### src/rtl/dcache_ctrl.sv
// dcache_ctrl: direct-mapped, write-back, write-allocate data cache between the core LSU
// and the line-wide memory block. Word loads/stores; whole lines move to and from memory
// through the memory's address-hold handshake.
// Optional feature: define DCACHE_STATS_EN to add the stat_hits/stat_misses/stat_wbs counters.
module dcache_ctrl #(
  parameter int unsigned          ARCH_BITS  = 32,
  parameter int unsigned          LINE_BITS  = 128,
  parameter int unsigned          NUM_LINES  = 16,
  parameter int unsigned          INDEX_BITS = 4,
  parameter logic [ARCH_BITS-1:0] PARK_ADDR  = 32'hFFFF_FFF0
) (
  input  logic                 clk,
  input  logic                 rst,
  input  logic                 req_valid,
  output logic                 req_ready,
  input  logic                 req_we,
  input  logic [ARCH_BITS-1:0] req_addr,
  input  logic [ARCH_BITS-1:0] req_wdata,
  output logic                 resp_valid,
  output logic [ARCH_BITS-1:0] resp_rdata,
  output logic [ARCH_BITS-1:0] mem_rAddr,
  input  logic [LINE_BITS-1:0] mem_rData,
  input  logic                 mem_rValid,
  output logic [ARCH_BITS-1:0] mem_wAddr,
  output logic [LINE_BITS-1:0] mem_wData,
  output logic                 mem_WE,
  input  logic                 mem_wDone
`ifdef DCACHE_STATS_EN
  ,
  output logic [31:0]          stat_hits,
  output logic [31:0]          stat_misses,
  output logic [31:0]          stat_wbs
`endif
);

  localparam int unsigned WordsPerLine = LINE_BITS / ARCH_BITS;
  localparam int unsigned OffBits      = $clog2(LINE_BITS / 8);
  localparam int unsigned SelBits      = $clog2(WordsPerLine);
  localparam int unsigned TagBits      = ARCH_BITS - OffBits - INDEX_BITS;

  typedef enum logic [1:0] {StIdle, StCompare, StWb, StFill} state_e;

  state_e stateQ, stateD;

  logic [ARCH_BITS-1:0] addrQ, wdataQ;
  logic                 weQ;
  logic [NUM_LINES-1:0] validQ, dirtyQ;
  logic                 fillFirstQ;
  logic                 respValidQ;
  logic [ARCH_BITS-1:0] respRdataQ;

  logic [TagBits-1:0]   tagArr  [NUM_LINES];
  logic [LINE_BITS-1:0] dataArr [NUM_LINES];

  logic [INDEX_BITS-1:0] idx;
  logic [TagBits-1:0]    reqTag;
  logic [SelBits-1:0]    wordSel;
  logic [LINE_BITS-1:0]  curLine, mergedLine;
  logic                  hit, accept;
  logic                  storeHit, fillDone, wbDone;
  logic                  respValidD;
  logic [ARCH_BITS-1:0]  respRdataD;
  logic [1:0]            unusedAddrBits;

  // Byte offset inside a word carries no meaning for word accesses.
  assign unusedAddrBits = addrQ[1:0];

  assign idx     = addrQ[OffBits +: INDEX_BITS];
  assign reqTag  = addrQ[ARCH_BITS-1 -: TagBits];
  assign wordSel = addrQ[OffBits-1:2];
  assign curLine = dataArr[idx];
  assign hit     = validQ[idx] && (tagArr[idx] == reqTag);

  // Ready is withheld during the response cycle so the next accept lands one cycle later.
  assign req_ready  = (stateQ == StIdle) && !respValidQ;
  assign accept     = req_valid && req_ready;
  assign resp_valid = respValidQ;
  assign resp_rdata = respRdataQ;

  // Store data merged into the resident line
  always_comb begin
    mergedLine = curLine;
    mergedLine[wordSel*ARCH_BITS +: ARCH_BITS] = wdataQ;
  end

  // Next-state logic, memory-side outputs and datapath strobes
  always_comb begin
    stateD     = stateQ;
    storeHit   = 1'b0;
    fillDone   = 1'b0;
    wbDone     = 1'b0;
    respValidD = 1'b0;
    respRdataD = '0;
    mem_rAddr  = PARK_ADDR;
    mem_wAddr  = PARK_ADDR;
    mem_wData  = '0;
    mem_WE     = 1'b0;
    unique case (stateQ)
      StIdle: begin
        if (accept) stateD = StCompare;
      end
      StCompare: begin
        if (hit) begin
          respValidD = 1'b1;
          if (weQ) storeHit = 1'b1;
          else     respRdataD = curLine[wordSel*ARCH_BITS +: ARCH_BITS];
          stateD = StIdle;
        end else if (validQ[idx] && dirtyQ[idx]) begin
          stateD = StWb;
        end else begin
          stateD = StFill;
        end
      end
      StWb: begin
        // Victim address and data are stable: nothing they depend on changes in this state.
        mem_wAddr = {tagArr[idx], idx, {OffBits{1'b0}}};
        mem_wData = curLine;
        mem_WE    = 1'b1;
        if (mem_wDone) begin
          wbDone = 1'b1;
          stateD = StFill;
        end
      end
      StFill: begin
        mem_rAddr = {reqTag, idx, {OffBits{1'b0}}};
        // rValid in the first cycle may be stale from before the address changed.
        if (mem_rValid && !fillFirstQ) begin
          fillDone = 1'b1;
          stateD   = StCompare;
        end
      end
      default: stateD = StIdle;
    endcase
  end

  // FSM state register
  always_ff @(posedge clk) begin
    if (rst) stateQ <= StIdle;
    else     stateQ <= stateD;
  end

  // Request capture, valid/dirty bookkeeping and registered response
  always_ff @(posedge clk) begin
    if (rst) begin
      addrQ      <= '0;
      weQ        <= 1'b0;
      wdataQ     <= '0;
      validQ     <= '0;
      dirtyQ     <= '0;
      fillFirstQ <= 1'b0;
      respValidQ <= 1'b0;
      respRdataQ <= '0;
    end else begin
      if (accept) begin
        addrQ  <= req_addr;
        weQ    <= req_we;
        wdataQ <= req_wdata;
      end
      fillFirstQ <= (stateD == StFill) && (stateQ != StFill);
      respValidQ <= respValidD;
      respRdataQ <= respRdataD;
      if (storeHit) dirtyQ[idx] <= 1'b1;
      if (wbDone)   dirtyQ[idx] <= 1'b0;
      if (fillDone) begin
        validQ[idx] <= 1'b1;
        dirtyQ[idx] <= 1'b0;
      end
    end
  end

  // Tag and data arrays; contents are meaningless until the matching valid bit is set
  always_ff @(posedge clk) begin
    if (fillDone) begin
      dataArr[idx] <= mem_rData;
      tagArr[idx]  <= reqTag;
    end else if (storeHit) begin
      dataArr[idx] <= mergedLine;
    end
  end

`ifdef DCACHE_STATS_EN
  logic fromFillQ;

  // Each request counts once as hit or miss at its first COMPARE; the re-check after a fill
  // is not counted again
  always_ff @(posedge clk) begin
    if (rst) begin
      fromFillQ   <= 1'b0;
      stat_hits   <= '0;
      stat_misses <= '0;
      stat_wbs    <= '0;
    end else begin
      fromFillQ <= (stateQ == StFill) && (stateD == StCompare);
      if ((stateQ == StCompare) && !fromFillQ) begin
        if (hit) stat_hits   <= stat_hits + 32'd1;
        else     stat_misses <= stat_misses + 32'd1;
      end
      if (wbDone) stat_wbs <= stat_wbs + 32'd1;
    end
  end
`endif

endmodule
### config.mk
export PLATFORM = sky130hd
export DESIGN_NAME = dcache_ctrl
export DESIGN_NICKNAME = d
export VERILOG_FILES = /design/src/rtl/dcache_ctrl.sv
export SDC_FILE = /design/constraint.sdc
export NUM_CORES = 2
export LEC_CHECK = 0
export CORE_ASPECT_RATIO = 1.2
export CORE_MARGIN = 2
export CORE_UTILIZATION = 60
export CTS_BUF_LIST = sky130_fd_sc_hd__clkbuf_16
export CTS_CLUSTER_SIZE = 16
export DETAILED_ROUTE_END_ITERATION = 12
export GPL_TIMING_DRIVEN = 0
export PLACE_DENSITY = 0.79
export SYNTH_ARGS = -nofsm -noshare
export SYNTH_HDL_FRONTEND = slang
export SYNTH_SLANG_ARGS = --single-unit
### constraint.sdc
create_clock -name clk -period 12.7 [get_ports clk]
set_clock_uncertainty 0.15 [all_clocks]
set_input_delay 1.27 -clock clk [delete_from_list [all_inputs] [get_ports clk]]
set_output_delay 1.27 -clock clk [all_outputs]
set_load 0.02 [all_outputs]
==> flow_summary.json <==
{
  "outcome": "complete, but fails checks",
  "failed_checks": "max-capacitance violations, max-slew violations",
  "worstPathBufferInverterCount": 9,
  "postSynth.asyncResetShare": 0,
  "design_power_total_mw": 20.4,
  "die_height_um": 456,
  "design.core.area_um2": 170000,
  "cts_num_sinks": 2567,
  "synthSimpleGateAreaFrac": 0.0324,
  "synth_top_area_share": 0.713,
  "power.share.combinational": 0.187,
  "vias_per_instance": 7.20,
  "power.switching_mw": 5.80,
  "power_switching_share": 0.285,
  "p_per_area_nw_per_um2": 169,
  "setup-violations-final": 0,
  "critPathTopFamily": "buffers and inverters",
  "synth_adder_area_share": 0.000611,
  "timing.setup.tns_ps": 0,
  "ys_seq_elements": 2567,
  "synth_xor_area_frac": 0.00205,
  "place_congestion": 0.947,
  "power_frac_seq": 0.469,
  "total_count_of_hold_check_failures_in_the_final_report": 0,
  "finalNetCount": 6096,
  "ys_top_cells_by_area": "sky130_fd_sc_hd__edfxtp_1 (71%), sky130_fd_sc_hd__mux4_2 (16%), sky130_fd_sc_hd__dfxtp_1 (2.6%), sky130_fd_sc_hd__nand2_1 (1.3%), sky130_fd_sc_hd__mux2_2 (1.3%)",
  "drt_first_iter_violations": 11200,
  "leakage_component_of_the_power_nw": 38.0,
  "end_kind": "output port",
  "dieWidth_um": 381,
  "synthMuxAreaShare": 0.187,
  "io_pins": 425,
  "clock_network_fraction_of_design_power": 0.344,
  "grt_pass1_wl_mm": 468,
  "place.detailed.instances": 7928,
  "path_clk_slew_ps": 70,
  "regArea_um2": 75700,
  "vias_in_the_first_global_route": 59100,
  "cts-buffers-inserted": 230,
  "cts_repair_resize_count": 0,
  "vias": 60300,
  "worst_slew_pin_slew_ps": 1560,
  "post-dp-hpwl_mm": 226,
  "postSynth.topFlopCell": "sky130_fd_sc_hd__edfxtp_1",
  "synth_top_family_by_area": "multiplexers",
  "post-route-period-util": 0.678,
  "max_cap_viol_count": 3,
  "share_of_the_synthesized_area_in_compound_gates_ao_oa_aoi_oai": 0.0187,
  "worst_slew_margin_rel": -0.0393,
  "share_of_layout_cells_above_drive_strength_1": 0.256,
  "synth.yosys.warnings": 0,
  "layoutNonFillerInstCount": 8377,
  "average_routed_wire_per_standard_cell_um": 41.1,
  "critPathArrivalTime_ps": 7200,
  "syn_inst": 5102,
  "setup.worst_path.start_class": "flop",
  "timing.reg2reg.setup_slack_ps": 4680,
  "antenna_found_initial": 34,
  "postRouteWirelength_mm": 344,
  "groute.usage.overall": 0.397,
  "final_slew_viol_count": 22,
  "crit_fanout": 10,
  "detail_route.drc_violations": 0,
  "fillers": 9573,
  "area.growth.synth_to_final_pct": 17.4,
  "min_path_type": "reg -> reg",
  "critical-path-top-cell-by-count": "sky130_fd_sc_hd__buf_2",
  "synth_cell_type_count": 64,
  "cts_setup_buffers": 0,
  "starting_utilization_of_the_core_area": 0.602,
  "residual_antenna_violating_net_count_after_detailed_routing": 0,
  "die_area_um2": 174000,
  "multi_input_area_um2": 25000,
  "core.rowCount": 166,
  "criticalPathCategory": "reg -> out",
  "synth_edf_count": 2432,
  "cts_htree_levels": 4,
  "postSynthAreaPerCell_um2": 20.1,
  "rsz0062_at_grt": "no",
  "clock_tree_root_driver_cell": "sky130_fd_sc_hd__clkbuf_16",
  "critical-path-max-stage-delay_ps": 1110,
  "timing.fmax_mhz": 116,
  "p_int_mw": 14.6,
  "clk-insertion-delay-late_ps": 910,
  "port_buffers": 414,
  "synth_sequential_area_ratio": 0.740,
  "pin_count_of_the_biggest_net_entering_global_routing": 24,
  "post_synth_instance_area_um2": 102000,
  "path_cells": "buf_4 -> buf_6 -> buf_4 -> buf_6 -> buf_2 -> buf_2 -> buf_2 -> buf_1 -> mux2_2 -> o21ai_0 -> nor2_1 -> clkdlybuf4s50_1",
  "final_period_demand_of_the_worst_path_ps": 8620,
  "detailedRoute.firstPassIterationCount": 8,
  "peakVddDrop_mv": 0.147,
  "cts_hold_buf": 0,
  "buffer_levels_on_the_longest_clock_path": 3,
  "yosys.area.top_type": "sky130_fd_sc_hd__edfxtp_1",
  "tritoncts": "done",
  "cpMaxStageDelayCell": "sky130_fd_sc_hd__o21ai_0",
  "grt_overflow_total": 0,
  "critPathRequiredTime_ps": 11280
}
worst paths after layout:
path                            startpoint          endpoint  depth (start not counted)
worst max-delay path                  flop    mem_wData[100]                         12
worst min-delay path            dirtyQ[15]        dirtyQ[15]                          2
worst max register to register        flop  dataArr[13][105]                         20
worst min register to register  dirtyQ[15]        dirtyQ[15]                          2
through the flow:
stage                     cell area [um^2]  setup WS (ps)  hold slack [ps]  utilization
final                               120000           4080              312        0.706
after global placement              109000          -8040              288        0.643
after global routing                120000           4230              325        0.706
after floorplan                     102000           2930              277            -
after detailed placement            113000           5040              299        0.662
after CTS                           120000           4420              311        0.706
logic make-up (layout without fill, tap and decap cells):
group,after synthesis,count (layout)
simple gates,772,772
compound gates,331,331
flops,2567,2567
mux,960,960
xor+xnor,24,24
other cells,1,17
fa+ha+maj,5,5
buf+inv,442,1433
registers in the layout, summed over array words and instances, names as in the netlist, named ones only:
name / cells
weQ: 1
validQ: 16
resp_rdata: 32
dataArr: 2048
dirtyQ: 16
tagArr: 384
addrQ: 30
wdataQ: 32
resp_valid: 1
fillFirstQ: 1
stateQ: 2
Yosys cell counts (all sizes together), types with 8 or more instances:
library cell,count
nand4,22
a22o,9
mux2,162
mux4,733
xnor2,19
nor2,244
edfxtp,2432
nor2b,38
a22oi,9
nor3,9
inv,132
nand2,359
mux2i,65
or2,31
a221oi,8
a21oi,88
dfxtp,135
nand2b,11
a211oi,23
o21ai,159
nand3,27
clkbuf,137
buf,171
tightest hold or removal path, cell delays in order, from the launching register on:
cell                       delay [ps]
sky130_fd_sc_hd__dfxtp_1          310
sky130_fd_sc_hd__inv_1             50
sky130_fd_sc_hd__a211oi_1          60
power by group through the flow:
stage | combinational [mW] | clock (mW) | sequential [mW]
global placement | 3.49 | 0 | 9.72
detailed placement | 3.57 | 0 | 9.71
CTS | 3.63 | 6.96 | 9.53
finish | 3.81 | 7.00 | 9.55
floorplan | 1.99 | 0 | 9.62
global route | 3.81 | 7.24 | 9.54
placed cells by master, fill, tap and decap left out, types with 16 or more instances in the layout:
cell type,instances
sky130_fd_sc_hd__nor2_4,16
sky130_fd_sc_hd__a21oi_1,72
sky130_fd_sc_hd__buf_2,80
sky130_fd_sc_hd__mux2_2,119
sky130_fd_sc_hd__bufinv_16,20
sky130_fd_sc_hd__buf_1,46
sky130_fd_sc_hd__nand3_1,27
sky130_fd_sc_hd__a211oi_1,23
sky130_fd_sc_hd__buf_12,105
sky130_fd_sc_hd__o21ai_0,156
sky130_fd_sc_hd__nand4_1,22
sky130_fd_sc_hd__clkdlybuf4s50_1,414
sky130_fd_sc_hd__mux4_2,733
sky130_fd_sc_hd__xnor2_1,19
sky130_fd_sc_hd__clkbuf_16,240
sky130_fd_sc_hd__nand2_1,359
sky130_fd_sc_hd__nor2_1,228
sky130_fd_sc_hd__nor2b_1,38
sky130_fd_sc_hd__buf_16,30
sky130_fd_sc_hd__mux2i_1,65
sky130_fd_sc_hd__clkbuf_1,133
sky130_fd_sc_hd__buf_4,30
sky130_fd_sc_hd__inv_1,180
sky130_fd_sc_hd__mux2_4,43
sky130_fd_sc_hd__a21oi_4,16
sky130_fd_sc_hd__dfxtp_1,135
sky130_fd_sc_hd__clkinv_2,49
sky130_fd_sc_hd__or2_2,31
sky130_fd_sc_hd__clkinv_1,61
sky130_fd_sc_hd__edfxtp_1,2432
routing by layer:
layer / up-vias / routed length [um] / track usage
li1: 22200 / - / -
met1: 30200 / 102000 / 0.477
met2: 6370 / 153000 / 0.588
met3: 1542 / 57100 / 0.161
met4: 32 / 31200 / 0.276
met5: - / 262 / 0.00221
layout make-up:
type	count	share of cell area
Timing Repair Buffer	552	0.0590
Antenna cell	9	0.000187
Clock buffer	240	0.0500
Multi-Input combinational cell	2100	0.208
Tap cell	2268	0.0236
Buffer	308	0.0123
Inverter	134	0.00419
Sequential cell	2567	0.630
Clock inverter	199	0.0126
Power figures use the tool's default switching activity.
